[src/rtl/mux_pkg.sv]
// mux_pkg: shared constants, scan state encoding and clog2 for the scan mux
package mux_pkg;
  localparam logic MODE_STATIC = 1'b0;
  localparam logic MODE_SCAN = 1'b1;
  typedef enum logic {ST_IDLE, ST_DWELL} scan_state_e;
  function automatic int clog2(input int v);
    int r;
    r = 0;
    while ((1 << r) < v) r++;
    return (r < 1) ? 1 : r;
  endfunction
endpackage

[src/rtl/mux_n_to_1_scan_if.sv]
// mux_n_to_1_scan_if: data lanes, mode/select controls and registered mux outputs
//   master drives in_data, mode, sel, ch_en; slave drives y, y_ch, y_valid, frame_start
interface mux_n_to_1_scan_if #(
  parameter int N_CH = 8,
  parameter int W = 8
);
  localparam int SEL_W = mux_pkg::clog2(N_CH);
  logic [N_CH*W-1:0] in_data;
  logic mode;
  logic [SEL_W-1:0] sel;
  logic [N_CH-1:0] ch_en;
  logic [W-1:0] y;
  logic [SEL_W-1:0] y_ch;
  logic y_valid;
  logic frame_start;
  modport master (output in_data, mode, sel, ch_en, input y, y_ch, y_valid, frame_start);
  modport slave (input in_data, mode, sel, ch_en, output y, y_ch, y_valid, frame_start);
endinterface

[src/rtl/mux_next_ch_find.sv]
// mux_next_ch_find: next set bit of ch_en strictly above ptr, wrapping to the lowest
//   ch_en_i enable mask, ptr_i current index
//   nxt_o next index, wrap_o set when nxt_o <= ptr_i, any_o set when any bit is enabled
module mux_next_ch_find import mux_pkg::*; #(
  parameter int N_CH = 8
) (
  input  logic [N_CH-1:0]            ch_en_i,
  input  logic [clog2(N_CH)-1:0]     ptr_i,
  output logic [clog2(N_CH)-1:0]     nxt_o,
  output logic                       wrap_o,
  output logic                       any_o
);
  localparam int SEL_W = clog2(N_CH);
  logic hv;
  logic [SEL_W-1:0] hi, lo;
  // descending scan: the last hit kept is the lowest index
  always_comb begin
    hv = 1'b0;
    hi = '0;
    lo = '0;
    for (int i = N_CH - 1; i >= 0; i--) begin
      if (ch_en_i[i] && i > int'(ptr_i)) begin
        hv = 1'b1;
        hi = SEL_W'(i);
      end
      if (ch_en_i[i]) lo = SEL_W'(i);
    end
  end
  assign nxt_o = hv ? hi : lo;
  assign wrap_o = !hv;
  assign any_o = |ch_en_i;
endmodule

[src/rtl/mux_n_to_1_scan.sv]
// mux_n_to_1_scan: registered N:1 mux with static select or dwell-timed scan over an enable mask
//   clk, rst_n (async, active-low); bus: slave side of mux_n_to_1_scan_if
module mux_n_to_1_scan import mux_pkg::*; #(
  parameter int N_CH = 8,
  parameter int W = 8,
  parameter int DWELL = 4
) (
  input logic clk,
  input logic rst_n,
  mux_n_to_1_scan_if.slave bus
);
  localparam int SEL_W = clog2(N_CH);
  localparam int N_PAD = 2 ** SEL_W;
  localparam int CNT_W = clog2(DWELL + 1);
  scan_state_e state_q;
  logic [SEL_W-1:0] ptr_q;
  logic [CNT_W-1:0] dwell_q;
  logic [W-1:0] y_q;
  logic y_valid_q, fs_q;
  logic [SEL_W-1:0] find_ptr, nxt;
  logic wrap, any_en;
  logic [N_PAD-1:0] en_ext;
  logic [W-1:0] ch [N_PAD];
  // padded to a power of two so out-of-range indices read zero
  for (genvar k = 0; k < N_PAD; k++) begin : g_ch
    if (k < N_CH) begin : g_on
      assign ch[k] = bus.in_data[k*W +: W];
    end else begin : g_off
      assign ch[k] = '0;
    end
  end
  assign en_ext = N_PAD'(bus.ch_en);
  // from IDLE, searching above N_CH-1 yields the lowest enabled channel with wrap set
  assign find_ptr = (state_q == ST_DWELL) ? ptr_q : SEL_W'(N_CH - 1);
  mux_next_ch_find #(.N_CH(N_CH)) u_find (
    .ch_en_i(bus.ch_en),
    .ptr_i(find_ptr),
    .nxt_o(nxt),
    .wrap_o(wrap),
    .any_o(any_en)
  );
  always_ff @(posedge clk or negedge rst_n) begin
    if (!rst_n) begin
      state_q <= ST_IDLE;
      ptr_q <= '0;
      dwell_q <= '0;
      y_q <= '0;
      y_valid_q <= 1'b0;
      fs_q <= 1'b0;
    end else if (bus.mode == MODE_STATIC) begin
      state_q <= ST_IDLE;
      ptr_q <= bus.sel;
      dwell_q <= '0;
      y_q <= ch[bus.sel];
      y_valid_q <= int'(bus.sel) < N_CH;
      fs_q <= 1'b0;
    end else if (!any_en) begin
      state_q <= ST_IDLE;
      dwell_q <= '0;
      y_q <= '0;
      y_valid_q <= 1'b0;
      fs_q <= 1'b0;
    end else if (state_q == ST_IDLE || dwell_q == CNT_W'(DWELL - 1) || !en_ext[ptr_q]) begin
      state_q <= ST_DWELL;
      ptr_q <= nxt;
      dwell_q <= '0;
      y_q <= ch[nxt];
      y_valid_q <= 1'b1;
      fs_q <= wrap;
    end else begin
      dwell_q <= dwell_q + CNT_W'(1);
      y_q <= ch[ptr_q];
      y_valid_q <= 1'b1;
      fs_q <= 1'b0;
    end
  end
  assign bus.y = y_q;
  assign bus.y_ch = ptr_q;
  assign bus.y_valid = y_valid_q;
  assign bus.frame_start = fs_q;
endmodule

[src/flat_wrapper.sv]
// flat-port wrapper written by rule: the top's interface ports become plain ports
module mux_n_to_1_scan_flat import mux_pkg::*;
#(
  parameter int N_CH = 8,
  parameter int W = 8,
  parameter int DWELL = 4
)
  (clk, rst_n, bus_in_data, bus_mode, bus_sel, bus_ch_en, bus_y, bus_y_ch, bus_y_valid, bus_frame_start);
  mux_n_to_1_scan_if #(.N_CH(N_CH), .W(W)) bus_i ();
  input logic clk;
  input logic rst_n;
  input wire logic [$bits(bus_i.in_data)-1:0] bus_in_data;
  input wire logic [$bits(bus_i.mode)-1:0] bus_mode;
  input wire logic [$bits(bus_i.sel)-1:0] bus_sel;
  input wire logic [$bits(bus_i.ch_en)-1:0] bus_ch_en;
  output wire logic [$bits(bus_i.y)-1:0] bus_y;
  output wire logic [$bits(bus_i.y_ch)-1:0] bus_y_ch;
  output wire logic [$bits(bus_i.y_valid)-1:0] bus_y_valid;
  output wire logic [$bits(bus_i.frame_start)-1:0] bus_frame_start;
  assign bus_i.in_data = bus_in_data;
  assign bus_i.mode = bus_mode;
  assign bus_i.sel = bus_sel;
  assign bus_i.ch_en = bus_ch_en;
  assign bus_y = bus_i.y;
  assign bus_y_ch = bus_i.y_ch;
  assign bus_y_valid = bus_i.y_valid;
  assign bus_frame_start = bus_i.frame_start;
  mux_n_to_1_scan #(.N_CH(N_CH), .W(W), .DWELL(DWELL)) u_core (.clk(clk), .rst_n(rst_n), .bus(bus_i));
endmodule
[config.mk]
export PLATFORM = sky130hd
export DESIGN_NAME = mux_n_to_1_scan_flat
export DESIGN_NICKNAME = d
export VERILOG_FILES = /design/src/rtl/mux_pkg.sv /design/src/rtl/mux_n_to_1_scan_if.sv /design/src/rtl/mux_next_ch_find.sv /design/src/rtl/mux_n_to_1_scan.sv /design/src/flat_wrapper.sv
export SDC_FILE = /design/constraint.sdc
export NUM_CORES = 1
export LEC_CHECK = 0
export CAP_MARGIN = 20
export CELL_PAD_IN_SITES_DETAIL_PLACEMENT = 1
export CELL_PAD_IN_SITES_GLOBAL_PLACEMENT = 2
export CORE_MARGIN = 2
export CORE_UTILIZATION = 30
export DETAILED_ROUTE_END_ITERATION = 10
export PLACE_DENSITY = 0.9
export REMOVE_ABC_BUFFERS = 1
export SLEW_MARGIN = 20
export SYNTH_ARGS = -nofsm -noshare
export SYNTH_HDL_FRONTEND = slang
export SYNTH_HIERARCHICAL = 1
export SYNTH_SLANG_ARGS = --single-unit
export TNS_END_PERCENT = 5
[constraint.sdc]
create_clock -name clk -period 6 [get_ports clk]
set_clock_uncertainty 0.1 [all_clocks]
set_input_delay 1.2 -clock clk [delete_from_list [all_inputs] [get_ports clk]]
set_output_delay 1.2 -clock clk [all_outputs]
set_load 0.02 [all_outputs]
==> flow_metrics.py <==
metrics = {
    "worst_setup_path": {
        "r2r_slack_ns": 1.89,
        "reg2regPathDepth": 11,
        "critPathKind": "in -> reg",
        "crit_fanout": 17,
        "r2r-end": "u_core/bus.y[7]",
        "arrival_ns": 4.40,
        "cp-end-kind": "register",
        "crit_start": "bus_ch_en[7]",
        "required_ns": 6.00,
        "cp-start-kind": "input port",
        "rr_startpoint": "u_core/bus.y_ch[2]",
    },
    "synthesis": {
        "synthFlopType": "dfrtp_1",
        "synth-seq-area-share_pct": 15.4,
        "yosys-top-cells-area": "mux2i_1 25%, dfrtp_1 15%, mux4_2 13%",
        "synthMuxAreaShare_pct": 44.3,
        "yosysWarnings": 6,
        "netlist_area_mm2": 0.00276,
        "ys_async_sr_fraction_pct": 100,
        "synthXorXnorAreaFrac_pct": 0,
        "ys_types": 49,
        "syn_inst": 297,
        "synthSimpleGateAreaFrac_pct": 17.2,
        "ys_seq_elements": 17,
        "synth_edf_count": 0,
        "synthAdderAreaFrac_pct": 0.905,
        "synth_top_family_by_area": "multiplexers",
        "synth.avg_cell_area_um2": 9.31,
        "synth-compound-area-share_pct": 15.4,
        "synth.largest_area_cell": "mux2i_1",
        "synth_top_area_share_pct": 24.6,
    },
    "status": {
        "run_status": "finished clean",
    },
    "cts": {
        "root_buffer": "clkbuf_8",
        "numCtsBuffers": 3,
        "postCtsSetupBuffers": 0,
        "clk_latency_ns": 0.25,
        "cts-hold-fix-buffers": 0,
        "cts_tree": "built",
        "cts-htree-levels": 1,
        "cts_buffer_depth": 2,
        "clk_pin_slew_worst_paths_ns": 0.07,
        "clkSinkCount": 17,
        "cts.repair.resized": 0,
    },
    "floorplan": {
        "core_mm2": 0.00911,
        "start_util_pct": 30.3,
        "die_area_mm2": 0.0100,
        "die-width_um": 100,
        "io_pins": 91,
        "rows": 35,
        "die-height_um": 100,
    },
    "worst_hold_path": {
        "worstHoldPathCells": 1,
        "min_path_type": "reg -> reg",
        "hp-start": "u_core/dwell_q[0]",
        "min_to": "u_core/dwell_q[0]",
    },
    "cells_and_area": {
        "fin_nets": 448,
        "area_growth_syn_to_layout_pct": 34.9,
        "final_area_mm2": 0.00373,
        "drive_above_1_share_pct": 13.9,
        "multi_input_area_mm2": 0.00216,
        "antenna_cells": 0,
        "layout_commonest_cell": "clkdlybuf4s50_1",
        "final_cell_mix": "90 x clkdlybuf4s50_1, 68 x mux2i_1, 36 x nand3_1",
        "fill_cells": 1049,
        "register_area_um2": 427,
    },
    "timing": {
        "hold_violations": 0,
        "fin_ws_ns": 1.60,
        "max-slew-margin-rel_pct": 31.9,
        "tightest_slew_ns": 1.02,
        "final_max_slew_viol_count": 0,
        "fin_crit_ns": 4.40,
        "timing.fmax_ghz": 0.227,
        "setup_viol": 0,
        "post-route-period-util_pct": 73.4,
        "rsz0062_at_grt": "no",
        "finalSetupTns_ns": 0,
    },
    "drt": {
        "drtIter0Drc": 87,
        "drt-pass1-iter-count": 4,
        "wl_mm": 9.72,
        "ant_nets": 0,
        "via_per_inst": 5.78,
        "wire_per_inst_um": 20.3,
        "vias": 2765,
        "route.detailed.drc": 0,
    },
    "place": {
        "pre_cts_ws_ns": 1.36,
        "gp_congestion": 0.846,
        "place_area_mm2": 0.00368,
        "io_buffers": 90,
        "hpwl_mm": 7.27,
    },
    "pwr": {
        "p_leak_nw": 1.53,
        "p_total_uw": 785,
        "powerDensity_mw_per_mm2": 211,
        "ir_drop_uv": 113,
    },
    "global_routing": {
        "grt_overflow_total": 0,
        "grt_pass1_wl_mm": 15.8,
        "gr-usage-all-layers_pct": 19.5,
        "antenna_found_initial": 0,
        "grt_pass1_vias": 3057,
        "grt_max_degree": 39,
    },
    "flow_run": {
        "drv_cap": 0,
    },
}
[cell families (layout without fill, tap and decap cells)]
| group | count (synthesis) | after routing |
|---|---|---|
| compound gates | 52 | 52 |
| fa+ha+maj | 2 | 2 |
| mux | 100 | 100 |
| buf+inv | 34 | 104 |
| simple gates | 92 | 92 |
| flops | 17 | 17 |
[report_power, final]
group	switching (mW)	total (mW)	leakage [nW]	internal, mW
Clock	0.0415	0.0876	0.0255	0.0461
Sequential	0.0219	0.157	0.203	0.135
Combinational	0.272	0.541	1.31	0.269
Total	0.335	0.785	1.53	0.450
[flip-flops by register name (all words and copies together) (netlist names)]
register                count
u_core/bus.y                8
u_core/bus.y_valid          1
u_core/state_q              1
u_core/bus.y_ch             3
u_core/bus.frame_start      1
u_core/dwell_q              3
[through the flow]
step	utilization (%)	cells	hold slack [ns]
floorplan	-	269	0.319
global placement	40.4	474	0.336
detailed placement	40.4	474	0.365
CTS	40.9	478	0.374
global route	40.9	478	0.390
finish	40.9	478	0.363
[cell type report]
type	count	area share, %
repair buffers	94	25.0
clock inverters	1	0.134
clock buffers	3	1.11
multi-input cells	246	58.0
well taps	111	3.72
inverters	6	0.604
flip-flops and latches	17	11.4
[worst max path at each step]
| stage | endpoint | cells after the start | slack (ns) |
|---|---|---|---|
| CTS | u_core/bus.y[7] | 11 | 1.60 |
| global placement | u_core/bus.y[2] | 11 | 1.49 |
| finish | u_core/bus.y[7] | 11 | 1.60 |
| floorplan | u_core/bus.y[0] | 10 | 0.79 |
| detailed placement | u_core/bus.y[7] | 11 | 1.36 |
| global route | u_core/bus.y[7] | 11 | 1.43 |
[critical path, stage by stage]
cell             delay [ns]
clkdlybuf4s50_1        0.47
nor2_1                 0.24
a31oi_1                0.09
nand2b_4               0.20
o32ai_4                0.87
buf_4                  0.44
mux2_2                 0.38
a2bb2oi_1              0.14
nand3_1                0.13
mux2_2                 0.15
o22ai_1                0.07
[synth_stat cells (all sizes together), types with 2 or more instances]
master	instances
mux2i	68
nand3	36
nand2	22
buf	17
dfrtp	17
mux2	16
mux4	16
clkbuf	11
a22oi	9
nand2b	9
nor2	9
a2bb2oi	8
o22ai	8
a21oi	6
inv	6
nor2b	5
nor3	5
a31oi	4
a21bo	3
a21o	2
ha	2
o21ai	2
o31ai	2
[routing by layer]
layer	global-route usage (%)	up-vias	wire, um
met3	2.23	12	395
li1	-	1280	-
met2	35.3	85	5040
met4	4.32	0	165
met1	24.8	1388	4120
met5	0	-	0
Note: power is estimated with default switching activity, not from simulation.
